`src/rtl/ddma_mmio_driver_pkg.sv`:
```
// Shared types and constants for the DDMA MMIO driver: register map,
// FSM state encoding, command/output payloads and the bus byte swap.
package ddma_mmio_driver_pkg;

  localparam int unsigned ADDR_W = 32;
  localparam int unsigned DATA_W = 32;
  localparam int unsigned WB_W   = 4;

  localparam logic [ADDR_W-1:0] DDMA_DEST_OFS   = ADDR_W'('h04);
  localparam logic [ADDR_W-1:0] DDMA_ADDR_OFS   = ADDR_W'('h08);
  localparam logic [ADDR_W-1:0] DDMA_SIZE_OFS   = ADDR_W'('h0C);
  localparam logic [ADDR_W-1:0] DDMA_CMD_OFS    = ADDR_W'('h10);
  localparam logic [ADDR_W-1:0] DDMA_STATUS_OFS = ADDR_W'('h14);

  localparam logic [WB_W-1:0] WB_ALL  = WB_W'('hF);
  localparam logic [WB_W-1:0] WB_NONE = WB_W'('h0);

  typedef enum logic [3:0] {
    IDLE,
    WR_DEST,
    WR_ADDR,
    WR_SIZE,
    WR_CMD_SET,
    POLL_REQ,
    POLL_CHK,
    WR_CMD_CLR,
    DONE
  } ddma_drv_state_t;

  typedef struct packed {
    logic [DATA_W-1:0] dest;
    logic [DATA_W-1:0] addr;
    logic [DATA_W-1:0] size;
  } ddma_cmd_t;

  // Everything the driver presents to the outside, registered as one word
  typedef struct packed {
    logic              ready;
    logic              busy;
    logic              done;
    logic              error;
    logic [ADDR_W-1:0] addr;
    logic [DATA_W-1:0] data;
    logic [WB_W-1:0]   wb;
  } ddma_drv_out_t;

  // The core bus carries words big-endian; reverse the byte order
  function automatic logic [DATA_W-1:0] endianess(input logic [DATA_W-1:0] x);
    return {x[7:0], x[15:8], x[23:16], x[31:24]};
  endfunction

endpackage

```
`src/rtl/ddma_mmio_driver_if.sv`:
```
// Command handshake and core-side address/data/write-byte bus of the
// DDMA MMIO driver.
interface ddma_mmio_driver_if;
  import ddma_mmio_driver_pkg::*;

  logic              cmd_valid_in;
  logic              cmd_ready_out;
  logic [DATA_W-1:0] cmd_dest_in;
  logic [DATA_W-1:0] cmd_addr_in;
  logic [DATA_W-1:0] cmd_size_in;
  logic              busy_out;
  logic              done_out;
  logic              error_out;
  logic [ADDR_W-1:0] addr_out;
  logic [DATA_W-1:0] data_out;
  logic [WB_W-1:0]   wb_out;
  logic [DATA_W-1:0] data_in;

  // Driver side: accepts commands, initiates bus cycles
  modport master (
    input  cmd_valid_in, cmd_dest_in, cmd_addr_in, cmd_size_in, data_in,
    output cmd_ready_out, busy_out, done_out, error_out, addr_out, data_out, wb_out
  );

  // Environment side: issues commands, serves the bus
  modport slave (
    output cmd_valid_in, cmd_dest_in, cmd_addr_in, cmd_size_in, data_in,
    input  cmd_ready_out, busy_out, done_out, error_out, addr_out, data_out, wb_out
  );

endinterface

```
`src/rtl/ddma_mmio_driver.sv`:
```
// Bus initiator that programs the DDMA send registers like the core would,
// starts the send, polls status until it completes (or times out), clears it.
module ddma_mmio_driver
  import ddma_mmio_driver_pkg::*;
#(
  parameter logic [ADDR_W-1:0] DDMA_BASE      = 32'h2000_0000,
  parameter logic [7:0]        SEND_IDLE_CODE = 8'h00,
  parameter int unsigned       TIMEOUT_CYCLES = 65535
) (
  input  logic               clock,
  input  logic               reset,
  ddma_mmio_driver_if.master bus
);

  localparam int unsigned      TMO_W    = 32;
  localparam logic [TMO_W-1:0] TMO_LAST = TMO_W'(TIMEOUT_CYCLES - 1);

  ddma_drv_state_t   state;
  ddma_cmd_t         cmd;
  ddma_drv_out_t     out_q;
  logic [TMO_W-1:0]  tmo_cnt;
  logic              seen_busy;
  logic              aborted;

  ddma_cmd_t         cmd_in_c;
  logic [DATA_W-1:0] status_c;
  logic [7:0]        send_state_c;
  logic              unused_status_c;
  logic              tmo_hit_c;

  assign cmd_in_c        = '{dest: bus.cmd_dest_in, addr: bus.cmd_addr_in, size: bus.cmd_size_in};
  assign status_c        = endianess(bus.data_in);
  assign send_state_c    = status_c[15:8];
  assign unused_status_c = ^{status_c[31:16], status_c[7:0]};
  assign tmo_hit_c       = (tmo_cnt == TMO_LAST);

  // Output word presented while sitting in state s
  function automatic ddma_drv_out_t outputs_for(input ddma_drv_state_t s,
                                                input ddma_cmd_t       c,
                                                input logic            abort);
    ddma_drv_out_t o;
    o      = '0;
    o.busy = (s != IDLE);
    case (s)
      IDLE:       o.ready = 1'b1;
      WR_DEST:    begin
        o.addr = DDMA_BASE + DDMA_DEST_OFS;
        o.data = endianess(c.dest);
        o.wb   = WB_ALL;
      end
      WR_ADDR:    begin
        o.addr = DDMA_BASE + DDMA_ADDR_OFS;
        o.data = endianess(c.addr);
        o.wb   = WB_ALL;
      end
      WR_SIZE:    begin
        o.addr = DDMA_BASE + DDMA_SIZE_OFS;
        o.data = endianess(c.size);
        o.wb   = WB_ALL;
      end
      WR_CMD_SET: begin
        o.addr = DDMA_BASE + DDMA_CMD_OFS;
        o.data = endianess(DATA_W'(1));
        o.wb   = WB_ALL;
      end
      POLL_REQ:   begin
        o.addr = DDMA_BASE + DDMA_STATUS_OFS;
        o.wb   = WB_NONE;
      end
      WR_CMD_CLR: begin
        o.addr = DDMA_BASE + DDMA_CMD_OFS;
        o.data = endianess(DATA_W'(0));
        o.wb   = WB_ALL;
      end
      DONE:       begin
        o.done  = !abort;
        o.error = abort;
      end
      default:    ;
    endcase
    return o;
  endfunction

  // FSM; outputs are registered alongside the state they belong to
  always_ff @(posedge clock or posedge reset) begin
    if (reset) begin
      state     <= IDLE;
      cmd       <= '0;
      out_q     <= '0;
      tmo_cnt   <= '0;
      seen_busy <= 1'b0;
      aborted   <= 1'b0;
    end else begin
      case (state)
        IDLE: begin
          // Accept only once ready is visible, so the handshake matches the port
          if (bus.cmd_valid_in && out_q.ready) begin
            cmd     <= cmd_in_c;
            aborted <= 1'b0;
            if (cmd_in_c.size == '0) begin
              state <= DONE;
              out_q <= outputs_for(DONE, cmd_in_c, 1'b0);
            end else begin
              state <= WR_DEST;
              out_q <= outputs_for(WR_DEST, cmd_in_c, 1'b0);
            end
          end else begin
            out_q <= outputs_for(IDLE, cmd, 1'b0);
          end
        end
        WR_DEST: begin
          state <= WR_ADDR;
          out_q <= outputs_for(WR_ADDR, cmd, aborted);
        end
        WR_ADDR: begin
          state <= WR_SIZE;
          out_q <= outputs_for(WR_SIZE, cmd, aborted);
        end
        WR_SIZE: begin
          state <= WR_CMD_SET;
          out_q <= outputs_for(WR_CMD_SET, cmd, aborted);
        end
        WR_CMD_SET: begin
          seen_busy <= 1'b0;
          tmo_cnt   <= '0;
          state     <= POLL_REQ;
          out_q     <= outputs_for(POLL_REQ, cmd, aborted);
        end
        POLL_REQ: begin
          if (tmo_hit_c) begin
            aborted <= 1'b1;
            state   <= WR_CMD_CLR;
            out_q   <= outputs_for(WR_CMD_CLR, cmd, 1'b1);
          end else begin
            tmo_cnt <= tmo_cnt + TMO_W'(1);
            state   <= POLL_CHK;
            out_q   <= outputs_for(POLL_CHK, cmd, aborted);
          end
        end
        POLL_CHK: begin
          // Completion counts only after the engine has been seen leaving idle
          if (tmo_hit_c) begin
            aborted <= 1'b1;
            state   <= WR_CMD_CLR;
            out_q   <= outputs_for(WR_CMD_CLR, cmd, 1'b1);
          end else begin
            tmo_cnt <= tmo_cnt + TMO_W'(1);
            if (!seen_busy) begin
              if (send_state_c != SEND_IDLE_CODE) begin
                seen_busy <= 1'b1;
              end
              state <= POLL_REQ;
              out_q <= outputs_for(POLL_REQ, cmd, aborted);
            end else if (send_state_c == SEND_IDLE_CODE) begin
              state <= WR_CMD_CLR;
              out_q <= outputs_for(WR_CMD_CLR, cmd, aborted);
            end else begin
              state <= POLL_REQ;
              out_q <= outputs_for(POLL_REQ, cmd, aborted);
            end
          end
        end
        WR_CMD_CLR: begin
          state <= DONE;
          out_q <= outputs_for(DONE, cmd, aborted);
        end
        DONE: begin
          state <= IDLE;
          out_q <= outputs_for(IDLE, cmd, 1'b0);
        end
        default: begin
          state <= IDLE;
          out_q <= outputs_for(IDLE, cmd, 1'b0);
        end
      endcase
    end
  end

  assign bus.cmd_ready_out = out_q.ready;
  assign bus.busy_out      = out_q.busy;
  assign bus.done_out      = out_q.done;
  assign bus.error_out     = out_q.error;
  assign bus.addr_out      = out_q.addr;
  assign bus.data_out      = out_q.data;
  assign bus.wb_out        = out_q.wb;

endmodule

```
`src/flat_wrapper.sv`:
```
// flat-port wrapper written by rule: the top's interface ports become plain ports
module ddma_mmio_driver_flat import ddma_mmio_driver_pkg::*;
#(
  parameter logic [ADDR_W-1:0] DDMA_BASE      = 32'h2000_0000,
  parameter logic [7:0]        SEND_IDLE_CODE = 8'h00,
  parameter int unsigned       TIMEOUT_CYCLES = 65535
)
  (clock, reset, bus_cmd_valid_in, bus_cmd_dest_in, bus_cmd_addr_in, bus_cmd_size_in, bus_data_in, bus_cmd_ready_out, bus_busy_out, bus_done_out, bus_error_out, bus_addr_out, bus_data_out, bus_wb_out);
  ddma_mmio_driver_if bus_i ();
  input  logic clock;
  input  logic reset;
  input wire logic [$bits(bus_i.cmd_valid_in)-1:0] bus_cmd_valid_in;
  input wire logic [$bits(bus_i.cmd_dest_in)-1:0] bus_cmd_dest_in;
  input wire logic [$bits(bus_i.cmd_addr_in)-1:0] bus_cmd_addr_in;
  input wire logic [$bits(bus_i.cmd_size_in)-1:0] bus_cmd_size_in;
  input wire logic [$bits(bus_i.data_in)-1:0] bus_data_in;
  output wire logic [$bits(bus_i.cmd_ready_out)-1:0] bus_cmd_ready_out;
  output wire logic [$bits(bus_i.busy_out)-1:0] bus_busy_out;
  output wire logic [$bits(bus_i.done_out)-1:0] bus_done_out;
  output wire logic [$bits(bus_i.error_out)-1:0] bus_error_out;
  output wire logic [$bits(bus_i.addr_out)-1:0] bus_addr_out;
  output wire logic [$bits(bus_i.data_out)-1:0] bus_data_out;
  output wire logic [$bits(bus_i.wb_out)-1:0] bus_wb_out;
  assign bus_i.cmd_valid_in = bus_cmd_valid_in;
  assign bus_i.cmd_dest_in = bus_cmd_dest_in;
  assign bus_i.cmd_addr_in = bus_cmd_addr_in;
  assign bus_i.cmd_size_in = bus_cmd_size_in;
  assign bus_i.data_in = bus_data_in;
  assign bus_cmd_ready_out = bus_i.cmd_ready_out;
  assign bus_busy_out = bus_i.busy_out;
  assign bus_done_out = bus_i.done_out;
  assign bus_error_out = bus_i.error_out;
  assign bus_addr_out = bus_i.addr_out;
  assign bus_data_out = bus_i.data_out;
  assign bus_wb_out = bus_i.wb_out;
  ddma_mmio_driver #(.DDMA_BASE(DDMA_BASE), .SEND_IDLE_CODE(SEND_IDLE_CODE), .TIMEOUT_CYCLES(TIMEOUT_CYCLES)) u_core (.clock(clock), .reset(reset), .bus(bus_i));
endmodule
```
`config.mk`:
```
export PLATFORM = sky130hd
export DESIGN_NAME = ddma_mmio_driver_flat
export DESIGN_NICKNAME = d
export VERILOG_FILES = /design/src/rtl/ddma_mmio_driver_pkg.sv /design/src/rtl/ddma_mmio_driver_if.sv /design/src/rtl/ddma_mmio_driver.sv /design/src/flat_wrapper.sv
export SDC_FILE = /design/constraint.sdc
export NUM_CORES = 1
export LEC_CHECK = 0
export CELL_PAD_IN_SITES_DETAIL_PLACEMENT = 0
export CELL_PAD_IN_SITES_GLOBAL_PLACEMENT = 2
export CORE_MARGIN = 2
export CORE_UTILIZATION = 30
export DETAILED_ROUTE_END_ITERATION = 7
export GPL_TIMING_DRIVEN = 0
export HOLD_SLACK_MARGIN = 0.02
export PLACE_DENSITY = 0.87
export REMOVE_ABC_BUFFERS = 1
export SYNTH_ARGS = -nofsm -noshare
export SYNTH_HDL_FRONTEND = slang
export SYNTH_SLANG_ARGS = --single-unit
```
`constraint.sdc`:
```
create_clock -name clock -period 10.4 [get_ports clock]
set_input_delay 1.04 -clock clock [delete_from_list [all_inputs] [get_ports clock]]
set_output_delay 1.04 -clock clock [all_outputs]
set_load 0.01 [all_outputs]
```
Word-level counts from Yosys, hierarchy flattened
Index checks and enable logic that the tools add are counted.
{"block": "word_totals", "reg_bits": 174, "latchBits": 0, "ramBits": 0, "mem_bits_ro": 0, "wordCells": 63, "n_memories": 0}
{"block": "classes", "add_sub_neg": 1, "n_mul": 0, "div": 0, "magnitude_cmp": 0, "n_eq_ne": 12, "shift": 0, "muxes": 23, "n_bitwise": 0, "reduce_logical": 14}
{"cell": "$pmux W72 S8", "count": 1}
{"cell": "$mux W72", "count": 3}
{"cell": "$mux W70", "count": 1}
{"cell": "$mux W66", "count": 1}
{"cell": "$pmux W32 S2", "count": 1}
{"cell": "$mux W39", "count": 1}
{"cell": "$add A32 B1 Y32 const B", "count": 1}
{"cell": "$eq A32 B16 Y1 const B", "count": 1}
{"cell": "$logic_not A32 Y1", "count": 1}
{"cell": "$mux W32", "count": 1}
{"cell": "$pmux W4 S8", "count": 1}
{"cell": "$eq A4 B3 Y1 const B", "count": 4}
{"cell": "$mux W4", "count": 4}
{"cell": "$eq A4 B2 Y1 const B", "count": 2}
{"cell": "$logic_not A8 Y1", "count": 1}
{"cell": "$reduce_bool A8 Y1", "count": 1}
{"cell": "$mux W1", "count": 6}
{"cell": "$reduce_and A2 Y1", "count": 3}
{"cell": "$reduce_bool A2 Y1", "count": 3}
{"cell": "$eq A4 B1 Y1 const B", "count": 1}
{"cell": "$logic_not A4 Y1", "count": 1}
{"cell": "$ne A2 B1 Y1 const B", "count": 2}
{"cell": "$ne A2 B2 Y1 const B", "count": 2}
{"cell": "$pmux W1 S2", "count": 2}
{"cell": "5 further kinds", "count": 5}

Longest topological paths before layout
{"block": "depth", "depth_word": 5, "mapped_depth": 9}

Worst setup path before layout
No wires, ideal clock.
{"block": "synth_timing", "kind": "in2reg", "from": "in bus_cmd_size_in[24]", "to": "reg u_core.out_q (netlist bit u_core.bus.wb_out[2])", "setup_time_ns": 0.144, "arrival_ns": 2.325, "required_time_ns": 10.256, "slack_ns": 7.931, "stages": 6, "n_path_buf": 1, "path_cell_list": "nor4_1 nand4_1 or2_2 nand2b_1 clkbuf_1 o211ai_1"}
{"block": "synth_via", "elab_chain_len": 4}
{"item": "start, declared", "line_no": "flat_wrapper.sv:15", "rtl": "input wire logic [$bits(bus_i.cmd_size_in)-1:0] bus_cmd_size_in;"}
{"item": "$logic_not A32 Y1", "line_no": "ddma_mmio_driver.sv:100", "rtl": "if (cmd_in_c.size == '0) begin"}
{"item": "$mux W70", "line_no": "ddma_mmio_driver.sv:100"}
{"item": "$mux W72", "line_no": "ddma_mmio_driver.sv:97", "rtl": "if (bus.cmd_valid_in && out_q.ready) begin"}
{"item": "$pmux W72 S8", "line_no": "ddma_mmio_driver.sv:94", "rtl": "case (state)"}
{"item": "end signal, assigned", "line_no": "ddma_mmio_driver.sv:102", "rtl": "out_q <= outputs_for(DONE, cmd_in_c, 1'b0);"}
{"item": "end signal, assigned", "line_no": "ddma_mmio_driver.sv:105", "rtl": "out_q <= outputs_for(WR_DEST, cmd_in_c, 1'b0);"}
{"item": "end signal, assigned", "line_no": "ddma_mmio_driver.sv:108", "rtl": "out_q <= outputs_for(IDLE, cmd, 1'b0);"}
{"item": "end, declared", "line_no": "ddma_mmio_driver.sv:20", "rtl": "ddma_drv_out_t out_q;"}
No other way between the ends.
A chain may end at the register's enable or synchronous reset.

Worst setup path after layout
{"block": "layout_timing", "from": "in bus_cmd_valid_in", "to": "reg u_core.out_q (netlist bit u_core.bus.wb_out[2])"}
{"block": "layout_via", "elab_chain_len": 3}
{"item": "start, declared", "line_no": "flat_wrapper.sv:12", "rtl": "input wire logic [$bits(bus_i.cmd_valid_in)-1:0] bus_cmd_valid_in;"}
{"item": "$logic_and A1 B1 Y1", "line_no": "ddma_mmio_driver.sv:97"}
{"item": "$mux W72", "line_no": "ddma_mmio_driver.sv:97"}
{"item": "$pmux W72 S8", "line_no": "ddma_mmio_driver.sv:94"}
No other way between the ends.

==> out/results.ini <==
[outcome]
status = finished clean

[global_routing]
grt_overflow = 0
track_usage_pct = 14.4
grt_pass1_vias = 4727
grt_pass1_wl_um = 25300
grt_max_degree = 77
antenna_found_initial = 0

[finish]
area_growth_syn_to_layout_pct = 36.2
nets = 861
drive_above_1_share_pct = 16.5
antenna_cells = 0

[yosys]
synth-seq-cells = 143
postSynthCellCount = 586
syn_area_mm2 = 0.00647
synth_area_per_cell_um2 = 11.0
synth_cell_types = 42
synth_ff_type = dfrtp_1
ys_warn_count = 0
yosysSeqAreaShare_pct = 55.3
synthTopCellsByCount = 143 x dfrtp_1, 64 x mux2_2, 39 x o21ai_0, 38 x inv_1
synth_most_common_cell = dfrtp_1
synthTopCellsByArea = dfrtp_1 55%, mux2_2 11%, a22oi_1 3.6%
yosysTopAreaCell = dfrtp_1
synth_top_area_share_pct = 55.3
synthArstFlopShare_pct = 100
synth_edf_count = 0

[sta]
clock_skew_ns = 0.0115
min_period_ns = 3.22
fin_crit_sh_pct = 31.0
finalHoldViolCount = 0
worst_pin_slew_ns = 1.09
slew_headroom_pct = 26.9
drv_slew = 0
max_freq_ghz = 0.310
fin_ws_ns = 7.18
finalSetupTns_ns = 0
grt_setup_unrepaired = false
setup_viol = 0

[floorplan]
die_y_um = 151
die_area_mm2 = 0.0228
fp-row-count = 53
initial_core_util_pct = 30.7
die_w_um = 151
ios = 203
core_region_area_mm2 = 0.0211

[setup_path]
crit_buf_inv = 1
cp_max_fo = 67
path_cells = clkdlybuf4s50_1 -> nand2_1 -> nor2_1 -> nand2_4 -> nand2b_2 -> o211ai_1
startpoint_type = input pin
critPathRequiredTime_ns = 10.62
cp-end-kind = register
crit_family = simple AND/OR/NAND/NOR gates
worstSetupPathType = in2reg
cpMaxStageDelayCell = nand2b_2
crit_arrival_ns = 3.44
cpPeakStageDelay_ns = 0.81

[power_and_ir_drop]
total_power_w = 0.00216
power_density_mw_per_mm2 = 245
peakVddDrop_v = 0.000146
p_leak_nw = 3.84

[cts]
post_cts_resized = 0
path_clk_slew_ns = 0.06
cts_root_buf = clkbuf_16
cts.sinks = 143
clockBufferDepth = 2
cts_made_buffers = 17
hold_buffers = 0
tritoncts = done
cts_max_level = 4
cts_setup_buffers = 0
clkLatencyLatePin_ns = 0.42

[drt]
routedWlPerCell_um = 15.5
drt-total-wl_um = 15800
num_vias = 4765
vias_per_cell = 4.69
drc = 0
drt-initial-drc-count = 194
postRouteAntennaNets = 0
firstDrtPassIters = 4

[placed_design]
io_buffers = 150
globalplace.congestion = 0.732
dpl.hpwl_um = 10700
place_ws_ns = 6.65

[min_path]
hold_class = reg2reg

[job]
maxCapViolations = 0

-- layout by cell type, fill, tap and decap left out, drive strengths merged, types with 3 or more instances in the layout --
cell           Yosys  routed
nand4             14      14
a22oi             31      31
nand3             20      20
or4                7       7
clkdlybuf4s50      0     150
clkinv             0       5
or3                7       7
nand2             30      30
inv               38      45
mux2i              8       8
dfrtp            143     143
clkbuf            26      18
a21oi             13      13
conb               1      28
o211ai             4       4
nor4              15      15
buf               35       7
mux2              64      64
and3               6       6
nor2              31      31
o31ai              6       6
o21a               3       3
xor2              11      11
o21ai             40      40
nand2b             5       5
nor3              14      14
-- flip-flops by register name, indices dropped and copies added (netlist names) --
signal / flops
u_core.aborted: 1
u_core.bus.addr_out: 4
u_core.bus.busy_out: 1
u_core.bus.cmd_ready_out: 1
u_core.bus.data_out: 32
u_core.bus.done_out: 1
u_core.bus.error_out: 1
u_core.bus.wb_out: 1
u_core.cmd: 64
u_core.seen_busy: 1
u_core.state: 4
u_core.tmo_cnt: 32
-- area by class of cell --
cell class / count / area (µm²)
multi-input cells: 371 / 2540
inverters: 38 / 148
clock inverters: 14 / 171
flip-flops and latches: 143 / 3580
clock buffers: 18 / 439
well taps: 275 / 344
repair buffers: 157 / 1590
fillers: 2071 / 12300
-- layer usage --
metal  vias up  share of wire (%)  global-route usage [%]
li1       2298                  -                       -
met1      2347                 43                    18.0
met2       108                 48                    22.8
met3        12                7.9                    6.20
met4         0               0.97                    3.88
met5         -                  0                       0
-- stage by stage --
| step | hold slack [ns] | utilization [%] | std cells | instance area, µm² |
|---|---|---|---|---|
| finish | 0.481 | 41.8 | 1016 | 8810 |
| global placement | 0.468 | 38.2 | 977 | 8060 |
| global route | 0.500 | 41.8 | 1016 | 8810 |
| detailed placement | 0.473 | 38.9 | 984 | 8200 |
| floorplan | 0.449 | - | 552 | 6220 |
| CTS | 0.489 | 41.8 | 1016 | 8810 |
-- kinds of logic after synthesis --
family	Yosys count	share of synthesized area, %
AO/OA/AOI/OAI	103	10.2
XOR/XNOR	12	1.62
adder cells (fa/ha/maj)	2	0.387
buffers and inverters	99	7.71
flip-flops	143	55.3
multiplexers	72	12.4
other	1	0.0579
AND/OR/NAND/NOR	154	12.3
-- path summary, 6_finish.rpt --
check / from / to / slack [ns] / cells past startpoint
max in group asynchronous: reset / u_core.cmd[15] / 8.50 / 3
setup reg to reg: u_core.state[3] / u_core.bus.wb_out[2] / 7.40 / 5
hold reg to reg: u_core.tmo_cnt[31] / u_core.tmo_cnt[31] / 0.48 / 1
hold / removal: u_core.tmo_cnt[31] / u_core.tmo_cnt[31] / 0.48 / 1
min in group asynchronous: reset / u_core.tmo_cnt[11] / 1.09 / 2
setup / recovery: bus_cmd_valid_in / u_core.bus.wb_out[2] / 7.18 / 6
-- power by group --
group          switching (W)  internal [W]  total, W
clock network       0.000259      0.000370  0.000629
registers           0.000114      0.000758  0.000872
logic               0.000302      0.000353  0.000656
Note: power is estimated with default switching activity, not from simulation.
